==> src/rtl/hash_frame_pkg.sv <==
// Shared types and helpers for the hash frame assembler: FSM states,
// byte-lane placement and counter width derivation.
package hash_frame_pkg;

  typedef enum logic [1:0] {
    IDLE = 2'd0,
    FILL = 2'd1,
    FULL = 2'd2
  } state_t;

  localparam int DEFAULT_NUM_BYTES = 80;
  localparam int DEFAULT_BYTE_W    = 8;

  // Width of a counter that must hold every value 0..maxValue inclusive.
  function automatic int countWidth(input int maxValue);
    return (maxValue < 1) ? 1 : $clog2(maxValue + 1);
  endfunction

  // Width of a counter that only needs to reach limit-1.
  function automatic int timerWidth(input int limit);
    return (limit > 1) ? $clog2(limit) : 1;
  endfunction

  // Swapped placement reverses byte order inside each 32-bit word.
  function automatic int laneIndex(input int idx, input bit swap);
    if (swap) begin
      return 4 * (idx / 4) + 3 - (idx % 4);
    end
    return idx;
  endfunction

  localparam int DEFAULT_COUNT_W = countWidth(DEFAULT_NUM_BYTES);

endpackage

==> src/rtl/hash_frame_assembler_timeout.sv <==
// Inter-byte watchdog: restarts on activity, counts while enabled and pulses
// o_tc on the cycle the idle run reaches LIMIT clocks.
module frame_timeout_counter
  import hash_frame_pkg::*;
#(
  parameter int LIMIT = 16
) (
  input  logic clk,
  input  logic rst,
  input  logic i_load,
  input  logic i_enable,
  output logic o_tc
);

  localparam int CNT_W = timerWidth(LIMIT);
  localparam logic [CNT_W-1:0] TERMINAL = CNT_W'(LIMIT - 1);
  localparam logic [CNT_W-1:0] ONE      = CNT_W'(1);

  logic [CNT_W-1:0] r_count;
  logic             w_tc;

  assign w_tc = i_enable && !i_load && (r_count == TERMINAL);
  assign o_tc = w_tc;

  // Restarting on the terminal count keeps the counter inside its width.
  always_ff @(posedge clk or posedge rst) begin
    if (rst) begin
      r_count <= '0;
    end else if (i_load || !i_enable || w_tc) begin
      r_count <= '0;
    end else begin
      r_count <= r_count + ONE;
    end
  end

endmodule

==> src/rtl/hash_frame_assembler.sv <==
// Collects NUM_BYTES received bytes into a frame and hands it to the hashing
// core over a valid/ready handshake, with abort, timeout and overrun handling.
module hash_frame_assembler
  import hash_frame_pkg::*;
#(
  parameter int NUM_BYTES   = 80,
  parameter int BYTE_W      = 8,
  parameter int WORD_SWAP   = 0,
  parameter int TIMEOUT_CYC = 0
) (
  input  logic                          clk,
  input  logic                          rst,
  input  logic [BYTE_W-1:0]             i_rx_data,
  input  logic                          i_rx_valid,
  input  logic                          i_rx_error,
  input  logic                          i_clear,
  output logic [NUM_BYTES*BYTE_W-1:0]   o_frame_data,
  output logic                          o_frame_valid,
  input  logic                          i_frame_ready,
  output logic [$clog2(NUM_BYTES+1)-1:0] o_byte_count,
  output logic                          o_busy,
  output logic                          o_overrun,
  output logic                          o_abort
);

  localparam int CNT_W = countWidth(NUM_BYTES);
  localparam logic [CNT_W-1:0] LAST_IDX = CNT_W'(NUM_BYTES - 1);
  localparam logic [CNT_W-1:0] ONE      = CNT_W'(1);
  localparam bit SWAP = (WORD_SWAP != 0);

  state_t           r_state;
  logic [CNT_W-1:0] r_byteCount;
  logic             r_frameValid;
  logic             r_busy;
  logic             r_overrun;
  logic             r_abort;

  logic             w_timeout;
  logic             w_abortReq;
  logic             w_write;
  logic [CNT_W-1:0] w_wrIdx;
  int               w_wrLane;

  assign w_abortReq = (r_state == FILL) && (i_rx_error || w_timeout);

  // A byte is stored only where the FSM below accepts it.
  always_comb begin
    w_write = 1'b0;
    w_wrIdx = '0;
    if (!i_clear && i_rx_valid) begin
      case (r_state)
        IDLE: w_write = 1'b1;
        FILL: begin
          w_write = !w_abortReq;
          w_wrIdx = r_byteCount;
        end
        FULL:    w_write = i_frame_ready;
        default: w_write = 1'b0;
      endcase
    end
    w_wrLane = laneIndex(int'(w_wrIdx), SWAP);
  end

  for (genvar g = 0; g < NUM_BYTES; g++) begin : g_lane
    logic [BYTE_W-1:0] r_lane;

    always_ff @(posedge clk or posedge rst) begin
      if (rst) begin
        r_lane <= '0;
      end else if (w_write && (w_wrLane == g)) begin
        r_lane <= i_rx_data;
      end
    end

    assign o_frame_data[g*BYTE_W +: BYTE_W] = r_lane;
  end

  if (TIMEOUT_CYC > 0) begin : g_timeout
    frame_timeout_counter #(
      .LIMIT(TIMEOUT_CYC)
    ) u_timeout (
      .clk     (clk),
      .rst     (rst),
      .i_load  (i_rx_valid || i_clear),
      .i_enable(r_state == FILL),
      .o_tc    (w_timeout)
    );
  end else begin : g_noTimeout
    assign w_timeout = 1'b0;
  end

  always_ff @(posedge clk or posedge rst) begin
    if (rst) begin
      r_state      <= IDLE;
      r_byteCount  <= '0;
      r_frameValid <= 1'b0;
      r_busy       <= 1'b0;
      r_overrun    <= 1'b0;
      r_abort      <= 1'b0;
    end else if (i_clear) begin
      r_state      <= IDLE;
      r_byteCount  <= '0;
      r_frameValid <= 1'b0;
      r_busy       <= 1'b0;
      r_overrun    <= 1'b0;
      r_abort      <= 1'b0;
    end else begin
      r_abort <= 1'b0;
      case (r_state)
        IDLE: begin
          if (i_rx_valid) begin
            r_byteCount <= ONE;
            if (NUM_BYTES == 1) begin
              r_state      <= FULL;
              r_frameValid <= 1'b1;
            end else begin
              r_state <= FILL;
              r_busy  <= 1'b1;
            end
          end
        end
        FILL: begin
          if (w_abortReq) begin
            r_state     <= IDLE;
            r_byteCount <= '0;
            r_busy      <= 1'b0;
            r_abort     <= 1'b1;
          end else if (i_rx_valid) begin
            r_byteCount <= r_byteCount + ONE;
            if (r_byteCount == LAST_IDX) begin
              r_state      <= FULL;
              r_busy       <= 1'b0;
              r_frameValid <= 1'b1;
            end
          end
        end
        FULL: begin
          // Handshake with a same-cycle byte starts the next frame without a bubble.
          if (i_frame_ready) begin
            if (i_rx_valid) begin
              r_byteCount <= ONE;
              if (NUM_BYTES != 1) begin
                r_state      <= FILL;
                r_busy       <= 1'b1;
                r_frameValid <= 1'b0;
              end
            end else begin
              r_state      <= IDLE;
              r_byteCount  <= '0;
              r_frameValid <= 1'b0;
            end
          end else if (i_rx_valid) begin
            r_overrun <= 1'b1;
          end
        end
        default: begin
          r_state      <= IDLE;
          r_byteCount  <= '0;
          r_frameValid <= 1'b0;
          r_busy       <= 1'b0;
        end
      endcase
    end
  end

  assign o_byte_count  = r_byteCount;
  assign o_frame_valid = r_frameValid;
  assign o_busy        = r_busy;
  assign o_overrun     = r_overrun;
  assign o_abort       = r_abort;

endmodule

==> config.mk <==
export PLATFORM = sky130hd
export DESIGN_NAME = hash_frame_assembler
export DESIGN_NICKNAME = d
export VERILOG_FILES = /design/src/rtl/hash_frame_pkg.sv /design/src/rtl/hash_frame_assembler_timeout.sv /design/src/rtl/hash_frame_assembler.sv
export SDC_FILE = /design/constraint.sdc
export NUM_CORES = 1
export LEC_CHECK = 0
export BUFFER_PORTS_ARGS = -buffer_cell sky130_fd_sc_hd__buf_2
export CORE_UTILIZATION = 30
export CTS_CLUSTER_DIAMETER = 150
export DETAILED_ROUTE_END_ITERATION = 7
export PLACE_DENSITY = 0.61
export SLEW_MARGIN = 20
export SYNTH_ARGS = -nofsm -noshare
export SYNTH_HDL_FRONTEND = slang
export SYNTH_SLANG_ARGS = --single-unit
==> constraint.sdc <==
create_clock -name clk -period 65.1 [get_ports clk]
set_input_delay 16.275 -clock clk [delete_from_list [all_inputs] [get_ports clk]]
set_output_delay 16.275 -clock clk [all_outputs]
set_load 0.01 [all_outputs]
==> impl_metrics.yaml <==
min_path:
  min_from: "g_lane[36].r_lane[2]"
  whs_path_depth: 1
  whs_endpoint: "g_lane[36].r_lane[2]"
  hold_path.class: "reg2reg"
power:
  p_seq_share_pct: 47.3
  p_switching_mw: 0.199
  p_sw_share_pct: 23.0
  ir_drop_mv: 0.0183
  total_power_mw: 0.864
  combinationalPowerShare_pct: 3.0
  power.internal_mw: 0.665
  p_leak_nw: 18.2
  p_per_area_nw_per_um2: 26.4
  p_clk_share_pct: 49.7
global_routing:
  grt_max_degree: 187
  grt_pass1_vias: 17051
  antenna_found_initial: 2
  grt.overflow.total: 0
  grt_use_total_pct: 18.4
  grt_pass1_wl_mm: 118
die:
  row_count: 107
  coreArea_sq_um: 85000
  pin_count: 665
  dieArea_sq_um: 87000
  die_h_um: 295
  die_w_um: 295
  start_util_pct: 30.3
cells_and_area:
  mostFrequentLayoutCells: "656 x buf_2, 653 x dfrtp_1, 633 x mux2_2"
  drive_above_1_share_pct: 64.9
  seqCellArea_sq_um: 16300
  fin_nets: 2269
  multi_input_area_sq_um: 8930
  area_delta_synth_final_pct: 27.5
  final_common_cell: "buf_2"
  fillers: 8001
  postLayoutCoreUtil_pct: 38.6
  layout.cells.non_filler: 3455
  final_area_sq_um: 32800
placement:
  place_ws_ns: 44.41
  post_dp_cell_area_sq_um: 30200
  port_buffers: 664
  dp_hpwl_mm: 56.6
  dp.cells: 3320
  globalplace.congestion: 0.787
logic_synthesis:
  synth_seq_area_share_pct: 63.5
  synth_area_leaders: "dfrtp_1 63%, mux2_2 28%, nor4_4 2.0%"
  synth_edf_count: 0
  synth.top_cell.area_share_pct: 63.5
  syn_area_per_cell_sq_um: 16.1
  async_flop_share_pct: 100
  synth_seq_cells: 653
  synth_warnings: 0
  synth_cell_type_count: 49
  ys.flop_type: "dfrtp_1"
  netlist_area_sq_um: 25700
  synth_fp_nets: 1614
  synth_top_area_cell: "dfrtp_1"
  syn-instance-count: 1599
critical_path:
  crit_required_ns: 65.71
  worstSetupEndpointType: "asynchronous set/reset pin"
  startpoint_type: "input pin"
  arrival_ns: 20.40
  worst-r2r-cell-count: 4
  worstPathMaxFanout: 111
  criticalPathCategory: "in2async"
  r2r_slack_ns: 61.82
  r2r-end: "g_lane[38].r_lane[5]"
  timing.rr.start: "r_state[1]"
timing:
  maxSlewHeadroom_pct: 24.8
  slew_viol_final: 0
  min_period_over_period_pct: 30.4
  finalSetupViolations: 0
  whs_ns: 0.497
  fmax_mhz: 50.5
  setup_tns_ns: 0
  grt_setup_unrepaired: "no"
  hold_viol: 0
  worst_slack_ns: 45.31
  skew_ns: 0.0312
  worst_pin_slew_ns: 1.13
  min_period_ns: 19.79
routing:
  final_antenna_net_count: 0
  met3_length_mm: 5.11
  first_iter_violations: 752
  drt-met1-wl_mm: 33.2
  drc_errors: 0
  via_count: 16473
  wl_mm: 82.1
  top_layer: "met5"
  wl_per_cell_um: 23.8
  dr.pass1.iters: 5
  wl_met2_mm: 40.8
  via_per_inst: 4.77
flow_run:
  drv_cap: 0
clocking:
  cts-resized-gates: 0
  clockBufferDepth: 3
  ctsHoldBuffers: 0
  numCtsBuffers: 74
  clk_pin_slew_worst_paths_ns: 0.05
  cts_tree: "yes"
  clock_latency_ns: 0.64
  cts_setup_buffers: 0
  h-tree-depth: 3
  cts.sinks: 653
  cts_root_buffer: "clkbuf_16"
run_status:
  status: "complete, no violations"
## power groups by stage
stage | Sequential (mW) | Clock [mW] | Combinational (mW)
2_1_floorplan | 0.417 | 0 | 0.0148
3_3_place_gp | 0.416 | 0 | 0.0259
3_5_place_dp | 0.416 | 0 | 0.0266
4_1_cts | 0.409 | 0.440 | 0.0266
5_1_grt | 0.409 | 0.456 | 0.0289
6_report | 0.409 | 0.430 | 0.0260
## routing by layer
metal / vias to the layer above / track usage, %
met4: 2 / 7.44
li1: 7039 / -
met5: - / 0
met3: 156 / 4.39
met2: 549 / 31.0
met1: 8727 / 22.5
## flip-flops by register name, indices dropped and copies added (netlist names)
register / cells
o_busy: 1
o_frame_valid: 1
o_overrun: 1
o_abort: 1
r_state: 2
o_byte_count: 7
g_lane.r_lane: 640
## worst max path at each step
| stage | startpoint | end | slack (ns) | cells after the start |
|---|---|---|---|---|
| 2_1_floorplan | rst | g_lane[0].r_lane[0] | 30.53 | 1 |
| 3_3_place_gp | rst | g_lane[16].r_lane[2] | 44.63 | 6 |
| 3_5_place_dp | rst | g_lane[16].r_lane[2] | 44.41 | 6 |
| 4_1_cts | rst | g_lane[12].r_lane[3] | 45.08 | 6 |
| 5_1_grt | rst | g_lane[12].r_lane[3] | 44.59 | 6 |
| 6_report | rst | g_lane[12].r_lane[3] | 45.31 | 6 |
## logic make-up after synthesis
group / count (synthesis) / share of synthesized area, %
buffers and inverters: 109 / 1.82
flip-flops: 653 / 63.5
adder cells (fa/ha/maj): 1 / 0.0486
AND/OR/NAND/NOR: 162 / 5.61
AO/OA/AOI/OAI: 29 / 0.705
multiplexers: 645 / 28.3
## layout make-up
type | count | area share, %
sequential | 653 | 49.8
multi-input combinational | 837 | 27.2
timing repair buffer | 684 | 10.8
clock buffer | 99 | 6.40
tap | 1144 | 4.36
clock inverter | 33 | 1.32
inverter | 4 | 0.0687
antenna | 1 | 0.00763
## synth_stat cells, drive strengths merged (3+ instances only)
| library cell | count |
|---|---|
| clkbuf | 75 |
| mux2i | 4 |
| nor2b | 5 |
| buf | 30 |
| nor4 | 25 |
| or4 | 4 |
| nor2 | 21 |
| a21oi | 10 |
| mux2 | 641 |
| nand4 | 19 |
| or2 | 3 |
| nand3 | 27 |
| nand4b | 3 |
| a31oi | 4 |
| nand2 | 12 |
| inv | 4 |
| nor3 | 23 |
| o21ai | 6 |
| nand2b | 7 |
| dfrtp | 653 |
## critical path, cell delays in order
cell	delay, ns
buf_2	0.14
inv_8	0.45
buf_4	0.84
buf_4	0.76
buf_4	0.85
buf_4	0.84
Power figures use the tool's default switching activity.
